--- config.mk ---
export PLATFORM = sky130hd
export DESIGN_NAME = boundary_column_dispatcher
export DESIGN_NICKNAME = d
export VERILOG_FILES = /design/src/rtl/boundary_column_dispatcher.sv
export SDC_FILE = /design/constraint.sdc
export NUM_CORES = 1
export LEC_CHECK = 0
export CELL_PAD_IN_SITES_DETAIL_PLACEMENT = 2
export CELL_PAD_IN_SITES_GLOBAL_PLACEMENT = 2
export CORE_ASPECT_RATIO = 1.25
export CORE_MARGIN = 1
export CORE_UTILIZATION = 32
export DETAILED_ROUTE_END_ITERATION = 10
export PLACE_DENSITY_LB_ADDON = 0.1
export RECOVER_POWER = 50
export SYNTH_ARGS = -nofsm -noshare
export SYNTH_HDL_FRONTEND = slang
export SYNTH_SLANG_ARGS = --single-unit
--- constraint.sdc ---
create_clock -name clk -period 4 [get_ports clk]
set_input_delay 0.4 -clock clk [delete_from_list [all_inputs] [get_ports clk]]
set_output_delay 0.4 -clock clk [all_outputs]
set_load 0.02 [all_outputs]
--- src/rtl/boundary_column_dispatcher.sv ---
// boundary_column_dispatcher
//   Reads boundary-matrix columns from a synchronous SRAM and deals them out
//   round-robin to NUM_UNITS reduction lanes, one column per lane at a time,
//   each lane with its own valid/ready handshake.
//
// Ports
//   clk, rst_n        : clock, async active-low reset
//   start             : begin a batch (sampled in IDLE only)
//   base_addr         : first column address of the batch
//   num_columns       : columns in the batch (0 = empty batch)
//   mem_rd_en/addr    : SRAM read strobe/address (combinational)
//   mem_rd_data       : SRAM data, valid one cycle after mem_rd_en
//   column_data/addr  : per-lane column word / matrix address (lane k at slice k)
//   column_valid      : per-lane valid
//   column_ready      : per-lane ready from the reduction engine
//   busy              : high in every state except IDLE
//   done              : one-cycle pulse at batch end
//   columns_sent      : handshakes completed since the last accepted start

// One lane holding register. A load always wins over a same-edge drain, so a
// lane that is freed and refilled on one edge stays valid.
module boundary_column_lane #(
  parameter int DATA_WIDTH = 16,
  parameter int ADDR_WIDTH = 12
) (
  input  logic                  clk,
  input  logic                  rst_n,
  input  logic                  load,
  input  logic [DATA_WIDTH-1:0] load_data,
  input  logic [ADDR_WIDTH-1:0] load_addr,
  input  logic                  ready,
  output logic [DATA_WIDTH-1:0] data,
  output logic [ADDR_WIDTH-1:0] addr,
  output logic                  valid
);
  always_ff @(posedge clk or negedge rst_n) begin
    if (!rst_n) begin
      valid <= 1'b0;
      data  <= '0;
      addr  <= '0;
    end else if (load) begin
      valid <= 1'b1;
      data  <= load_data;
      addr  <= load_addr;
    end else if (ready) begin
      valid <= 1'b0;
    end
  end
endmodule

module boundary_column_dispatcher #(
  parameter int NUM_UNITS  = 8,
  parameter int DATA_WIDTH = 16,
  parameter int ADDR_WIDTH = 12
) (
  input  logic                             clk,
  input  logic                             rst_n,
  input  logic                             start,
  input  logic [ADDR_WIDTH-1:0]            base_addr,
  input  logic [ADDR_WIDTH-1:0]            num_columns,
  output logic                             mem_rd_en,
  output logic [ADDR_WIDTH-1:0]            mem_rd_addr,
  input  logic [DATA_WIDTH-1:0]            mem_rd_data,
  output logic [NUM_UNITS*DATA_WIDTH-1:0]  column_data,
  output logic [NUM_UNITS*ADDR_WIDTH-1:0]  column_addr,
  output logic [NUM_UNITS-1:0]             column_valid,
  input  logic [NUM_UNITS-1:0]             column_ready,
  output logic                             busy,
  output logic                             done,
  output logic [ADDR_WIDTH-1:0]            columns_sent
);
  localparam int PTR_W = (NUM_UNITS > 1) ? $clog2(NUM_UNITS) : 1;
  localparam logic [PTR_W-1:0] PTR_LAST = PTR_W'(NUM_UNITS - 1);

  typedef enum logic [2:0] {
    S_IDLE, S_FETCH, S_WAIT, S_DRAIN, S_DONE
  } state_t;

  state_t state, state_nxt;

  logic [PTR_W-1:0]      ptr;
  logic [ADDR_WIDTH-1:0] idx;
  logic [ADDR_WIDTH-1:0] base;
  logic [ADDR_WIDTH-1:0] count;
  logic [ADDR_WIDTH-1:0] sent;
  logic [ADDR_WIDTH-1:0] cur_addr;
  logic [ADDR_WIDTH-1:0] idx_inc;
  logic [ADDR_WIDTH-1:0] xfer_cnt;
  logic                  lane_free;
  logic                  rd_en;

  logic [NUM_UNITS-1:0]                 lane_valid;
  logic [NUM_UNITS-1:0][DATA_WIDTH-1:0] lane_data;
  logic [NUM_UNITS-1:0][ADDR_WIDTH-1:0] lane_addr;
  logic [NUM_UNITS-1:0]                 xfer;

  // base+idx wraps naturally in ADDR_WIDTH bits.
  assign cur_addr  = base + idx;
  assign idx_inc   = idx + ADDR_WIDTH'(1);
  assign xfer      = lane_valid & column_ready;
  // A lane draining on this edge counts as free, so it can be reissued
  // back-to-back without a bubble.
  assign lane_free = !lane_valid[ptr] || column_ready[ptr];

  always_comb begin
    xfer_cnt = '0;
    for (int k = 0; k < NUM_UNITS; k++) xfer_cnt = xfer_cnt + ADDR_WIDTH'(xfer[k]);
  end

  always_comb begin
    state_nxt = state;
    rd_en     = 1'b0;
    case (state)
      S_IDLE:  if (start) state_nxt = (num_columns != '0) ? S_FETCH : S_DONE;
      S_FETCH: if (lane_free) begin
                 rd_en     = 1'b1;
                 state_nxt = S_WAIT;
               end
      S_WAIT:  state_nxt = (idx_inc == count) ? S_DRAIN : S_FETCH;
      S_DRAIN: if (lane_valid == '0) state_nxt = S_DONE;
      S_DONE:  state_nxt = S_IDLE;
      default: state_nxt = S_IDLE;
    endcase
  end

  always_ff @(posedge clk or negedge rst_n) begin
    if (!rst_n) begin
      state <= S_IDLE;
      ptr   <= '0;
      idx   <= '0;
      base  <= '0;
      count <= '0;
      sent  <= '0;
    end else begin
      state <= state_nxt;
      if (state == S_IDLE && start && num_columns != '0) begin
        base  <= base_addr;
        count <= num_columns;
      end
      if (state == S_WAIT) begin
        ptr <= (ptr == PTR_LAST) ? '0 : ptr + PTR_W'(1);
        idx <= idx_inc;
      end else if (state == S_DONE) begin
        ptr <= '0;
        idx <= '0;
      end
      // Lanes are all empty in IDLE, so clearing here loses no transfers.
      if (state == S_IDLE && start) sent <= '0;
      else                          sent <= sent + xfer_cnt;
    end
  end

  for (genvar k = 0; k < NUM_UNITS; k++) begin : g_lane
    boundary_column_lane #(
      .DATA_WIDTH (DATA_WIDTH),
      .ADDR_WIDTH (ADDR_WIDTH)
    ) u_lane (
      .clk       (clk),
      .rst_n     (rst_n),
      .load      (state == S_WAIT && ptr == PTR_W'(k)),
      .load_data (mem_rd_data),
      .load_addr (cur_addr),
      .ready     (column_ready[k]),
      .data      (lane_data[k]),
      .addr      (lane_addr[k]),
      .valid     (lane_valid[k])
    );
  end

  assign mem_rd_en    = rd_en;
  assign mem_rd_addr  = rd_en ? cur_addr : '0;
  assign column_data  = lane_data;
  assign column_addr  = lane_addr;
  assign column_valid = lane_valid;
  assign busy         = (state != S_IDLE);
  assign done         = (state == S_DONE);
  assign columns_sent = sent;
endmodule

# ---- Word level (Yosys, flattened, before mapping)
# Index checks and enable logic that the tools add are counted.
dict set report classes {
  reduce_logical 27
  bitwise_logic 1
  eq_ne 15
  n_mux 35
  magnitude_cmp 1
  n_addsub 11
}
# cell n
set ops {}
lappend ops {{two-way mux 12 bit} 4}
lappend ops {{two-way mux 3 bit} 7}
lappend ops {{two-way mux 1 bit} 20}
lappend ops {{nonzero test 2 bit} 9}
lappend ops {{equality test 3 bit, second input constant} 5}
lappend ops {{adder 12 x 1 -> 12 bit, second input constant} 1}
lappend ops {{adder 12 bit} 1}
lappend ops {{adder 12 x 8 -> 12 bit} 1}
lappend ops {{equality test 12 bit} 1}
lappend ops {{equality test 3 x 2 -> 1 bit, second input constant} 4}
lappend ops {{case mux 3 bit (4 select lines)} 1}
lappend ops {{nonzero test 12 bit} 1}
lappend ops {{logical AND 1 bit} 10}
lappend ops {{adder 7 x 1 -> 8 bit} 1}
lappend ops {{bitwise AND 8 bit} 1}
lappend ops {{zero test 8 bit} 1}
lappend ops {{adder 6 x 1 -> 7 bit} 1}
lappend ops {{adder 5 x 1 -> 6 bit} 1}
lappend ops {{binary-select mux 1 bit (select 3 bit)} 2}
lappend ops {{equality test 3 x 1 -> 1 bit, second input constant} 2}
lappend ops {{zero test 3 bit} 2}
lappend ops {{!= test 2 bit, second input constant} 3}
lappend ops {{adder 4 x 1 -> 5 bit} 1}
lappend ops {{adder 3 x 1 -> 4 bit} 1}
lappend ops {{9 further kinds} 9}
dict set report totals {
  ff_bits 286
  input_bits 51
  wordCells 120
}

# ---- Longest topological paths before layout
dict set report logic_depth {
  depth_word 10
  ltp_mapped 15
  mapped_depth_nobuf 15
}

# ---- Modules after synthesis
# From an unflattened synthesis, not the netlist that was laid out.
dict set report unflattened {
  cells_unflattened 898
  hier_area_um2 12729.7
}
# mod seq_area_each_um2 n_inst cells_each area_per_inst_um2
set by_module_without_submodules {}
lappend by_module_without_submodules {boundary_column_lane 725.7 8 62 1113.6}
lappend by_module_without_submodules {boundary_column_dispatcher 1351.3 1 402 3821.2}

# ---- Worst setup path before layout
# Ideal clock, no wire load.
dict set report synth_path {
  path_type {flip-flop to flip-flop}
  startpoint {reg g_lane[0].u_lane.valid}
  endpoint {reg sent[10] (netlist: columns_sent[10])}
  n_path_buf 0
  arrival_ns 3.486
  t_required_ns 3.868
  path_stages_with_launch 16
  synth_period_minus_slack_ns 3.618
  path_slack_ns 0.382
  cell_sequence {dfrtp_1 -> and2_1 -> fa_1 -> inv_1 -> fa_1 -> inv_1 -> fa_1 -> fa_1 -> inv_1 -> fa_1 -> nor2b_1 -> o21ai_0 -> nand2b_1 -> nor2b_1 -> xnor2_1 -> nor2_1}
}
dict set report synth_between {
  elab_chain_len 10
}
# element line_no
set synth_rtl {}
lappend synth_rtl {{start, declared} 34} ;# output logic valid
lappend synth_rtl {{start signal, assigned} 38} ;# valid <= 1'b0;
lappend synth_rtl {{start signal, assigned} 42} ;# valid <= 1'b1;
lappend synth_rtl {{start signal, assigned} 46} ;# valid <= 1'b0;
lappend synth_rtl {{bitwise AND 8 bit} 100} ;# assign xfer = lane_valid & column_ready;
lappend synth_rtl {{adder 1 x 1 -> 2 bit} 107} ;# for (int k = 0; k < NUM_UNITS; k++) xfer_cnt = xfer_cnt + ADDR_WIDTH'(xfer[k]);
lappend synth_rtl {{adder 2 x 1 -> 3 bit} 107}
lappend synth_rtl {{adder 3 x 1 -> 4 bit} 107}
lappend synth_rtl {{adder 4 x 1 -> 5 bit} 107}
lappend synth_rtl {{adder 5 x 1 -> 6 bit} 107}
lappend synth_rtl {{adder 6 x 1 -> 7 bit} 107}
lappend synth_rtl {{adder 7 x 1 -> 8 bit} 107}
lappend synth_rtl {{adder 12 x 8 -> 12 bit} 149} ;# else sent <= sent + xfer_cnt;
lappend synth_rtl {{two-way mux 12 bit} 148} ;# if (state == S_IDLE && start) sent <= '0;
lappend synth_rtl {{end signal, assigned} 149}
lappend synth_rtl {{end, declared} 85} ;# logic [ADDR_WIDTH-1:0] sent;
# Every way passes these cells.
# A chain may end at the register's enable or synchronous reset.

# ---- Final worst setup path
# Same ends and word-level chain as after synthesis.

==> qor.txt <==
global-route track usage on met2 -> 0.381
H-tree depth -> 1
largest net degree at the start of global routing -> 109
Slew headroom -> -0.902
Netlist cell types -> 56
Yosys warning total -> 0
dpl hpwl -> 28800 um
grt met3 use -> 0.0301
Max Cap Viol -> 2
Final Setup Violations -> 0
Final Util -> 0.453
synthesized cell area -> 12200 um^2
TNS Setup -> 0 ns
Power, Total -> 14.7 mW
layout cell share with drive strength beyond 1 -> 0.190
CP top delay family -> adder cells
Synth area leader -> dfrtp_1
status -> complete, but fails checks
CP startpoint -> g_lane[0].u_lane.valid
R2R Path End -> columns_sent[10]
HP Class -> primary input to flip-flop
Async SR Flop Fraction -> 1.00
area grow syn2layout -> 38.9%
Post-synth EDFFs -> 0
power per cell area -> 865 nW/um^2
post-CTS setup buffer count -> 0
chip width -> 177 um
Worst EP arrival -> 4.24 ns
slowest CP cell -> fa_1
first-pass GRT wire length -> 61300 um
crit path to -> columns_sent[10]
setup ws final -> 0.184 ns
Wirelength per Cell -> 22.3 um
GR Layer Usage met1 -> 0.258
vias in the first global route -> 9879
die height -> 220 um
Post-DP Area -> 15900 um^2
Syn Area/Cell -> 12.2 um^2
Worst path max stage delay -> 0.53 ns
failing checks -> max-capacitance violations, max-slew violations
clock-pin slew on the worst setup and hold paths -> 0.07 ns
Reg2Reg Depth -> 15
Hold WS -> 0.450 ns
n_diodes -> 0
Final Max Slew Viols -> 135
Period Utilization, post-route -> 0.954
Crit. path cell count -> 15
CORE AREA -> 37400 um^2
die area -> 38900 um^2
worst reg2reg startpoint -> g_lane[0].u_lane.valid
WP data required -> 4.42 ns
I/O pins -> 310
Root Buffer -> clkbuf_16
Vias -> 8973
critical-path maximum fanout -> 4
Worst-Margin Slew -> 2.85 ns
Residual DRC -> 0
CTS Buf Count -> 31
initial antenna violation count -> 0
fmax -> 262 MHz
worst path bufs/invs -> 3
Non-Filler Instances -> 1820
CP most frequent cell -> fa_1
Total Routing Usage GR -> 0.210
busiest grt layer -> met2
Max IR drop VDD -> 0.408 mV
#FFs+latches synth -> 286
clk_skew -> 0.0233 ns
number of detailed-route iterations in the first pass -> 4
Hold Fails Final Rpt -> 0
IO buf count -> 309
FP Rows -> 79
hold path startpoint -> start
Sink Count -> 286
WS Path Type -> flip-flop to flip-flop
gpl congestion -> 0.764
Critical Path Source Type -> flip-flop
Final min period -> 3.82 ns
top-area cell type share of the netlist area -> 0.587
Worst setup EP type -> flip-flop
antenna-violating nets left -> 0
Post-Synthesis Cells -> 996
Clock Path Buffers -> 3
Net Count, Synth -> 1077
First DRT Iteration DRCs -> 330
RSZ-0062 raised after global routing -> false
placed instance count -> 1762
r2r setup slk -> 0.18 ns
top cells by area, synth -> dfrtp_1 (59%), mux2_2 (15%), o21ai_0 (4.7%)
Main synth FF type -> dfrtp_1
Overflow after GRT -> 0
Layout Nets -> 1391
design area -> 16900 um^2
Worst Setup Slack post-DPL -> -0.352 ns
Pleak -> 7.42 nW
clk_lat worst skew -> 0.57 ns
WL final -> 40500 um
Initial Utilization -> 0.326
CTS tree -> yes
crit-path cells -> and2_1 > fa_1 > inv_1 > fa_1 > inv_1 > fa_1 > fa_2 > inv_1 > fa_1 > nor2b_1 > o21ai_0 > nand2b_1 > nor2b_4 > xnor2_1 > nor2_1
Seq/Total Area, Yosys -> 0.587
Avg Vias per Cell -> 4.93
==> routing by layer <==
layer	vias up	routed length (um)
met1	4606	16900
met4	0	866
met3	43	1670
met5	-	0
li1	4085	-
met2	239	21100
==> cells in the final DEF, fill, tap and decap left out, drive strengths merged, types with 4 or more instances in the layout <==
cell / instances
dfrtp: 286
clkdlybuf4s50: 189
mux2: 158
dlygate4sd3: 119
o21ai: 118
nand2: 113
clkbuf: 47
nor2: 36
inv: 25
ha: 24
buf: 20
xnor2: 17
xor2: 17
nand3: 15
a21oi: 12
nor2b: 11
nand2b: 10
mux2i: 10
and2: 9
a21o: 8
nor3: 7
o31ai: 6
and3: 6
fa: 6
clkinv: 6
a31oi: 5
nor4: 5
clkinvlp: 5
bufinv: 5
nand4: 4
a211oi: 4
==> worst min-delay path: cells and delay by family <==
family	cells	cell delay (ns)
AOI/OAI and AO/OA	1	0.07
buffers and inverters	1	0.42
and+or+nand+nor	1	0.07
==> flip-flops by register name (all words and copies together) (netlist names) <==
name	cells
state	3
columns_sent	12
g_lane.u_lane.valid	8
base	12
g_lane.u_lane.data	128
g_lane.u_lane.addr	96
count	12
idx	12
ptr	3
==> kinds of logic (layout without fill, tap and decap cells) <==
family,after synthesis,after routing,synth area share
compound gates,171,171,0.0804
xor+xnor,34,34,0.0244
fa+ha+maj,30,30,0.0345
buf+inv,79,417,0.0295
flops,286,286,0.587
mux,169,169,0.156
simple gates,227,227,0.0883
==> cells in the mapped netlist, drive strengths merged, types with 6 or more instances <==
| library cell | n |
|---|---|
| fa | 6 |
| ha | 24 |
| a21oi | 12 |
| and3 | 6 |
| nand2b | 10 |
| nand3 | 15 |
| xor2 | 17 |
| clkbuf | 28 |
| buf | 27 |
| xnor2 | 17 |
| dfrtp | 286 |
| mux2 | 158 |
| inv | 24 |
| mux2i | 10 |
| nand2 | 113 |
| o31ai | 6 |
| o21ai | 118 |
| a21o | 8 |
| and2 | 9 |
| nor2b | 11 |
| nor3 | 7 |
| nor2 | 36 |
==> worst min-delay path by stage <==
| stage | to | slack [ns] | cells past startpoint |
|---|---|---|---|
| finish | state[2] | 0.45 | 3 |
| floorplan | base[0] | 0.10 | 0 |
| global route | g_lane[4].u_lane.valid | 0.45 | 2 |
| global placement | g_lane[6].u_lane.addr[4] | 0.46 | 2 |
| CTS | state[2] | 0.42 | 3 |
| detailed placement | g_lane[5].u_lane.addr[0] | 0.47 | 2 |
==> where the power goes <==
group	internal, mW	switching, mW	total, mW
clock	1.84	1.21	3.05
sequential	4.11	0.737	4.84
combinational	2.97	3.80	6.77
==> repair_timing <==
action / 4_1_cts / 5_1_grt
resized for setup: 2 / 3
hold endpoints to repair: 104 / 0
setup endpoints to repair: 1 / 2
hold buffers: 1 / 0
pin swaps: 0 / 1
==> cell type report <==
type	count	area (um^2)
Clock buffer	40	860
Clock inverter	17	230
Fill cell	3740	20400
Inverter	24	90.1
Multi-Input combinational cell	631	4700
Sequential cell	286	7160
Tap cell	486	608
Timing Repair Buffer	336	3300
Note: power is estimated with default switching activity, not from simulation.
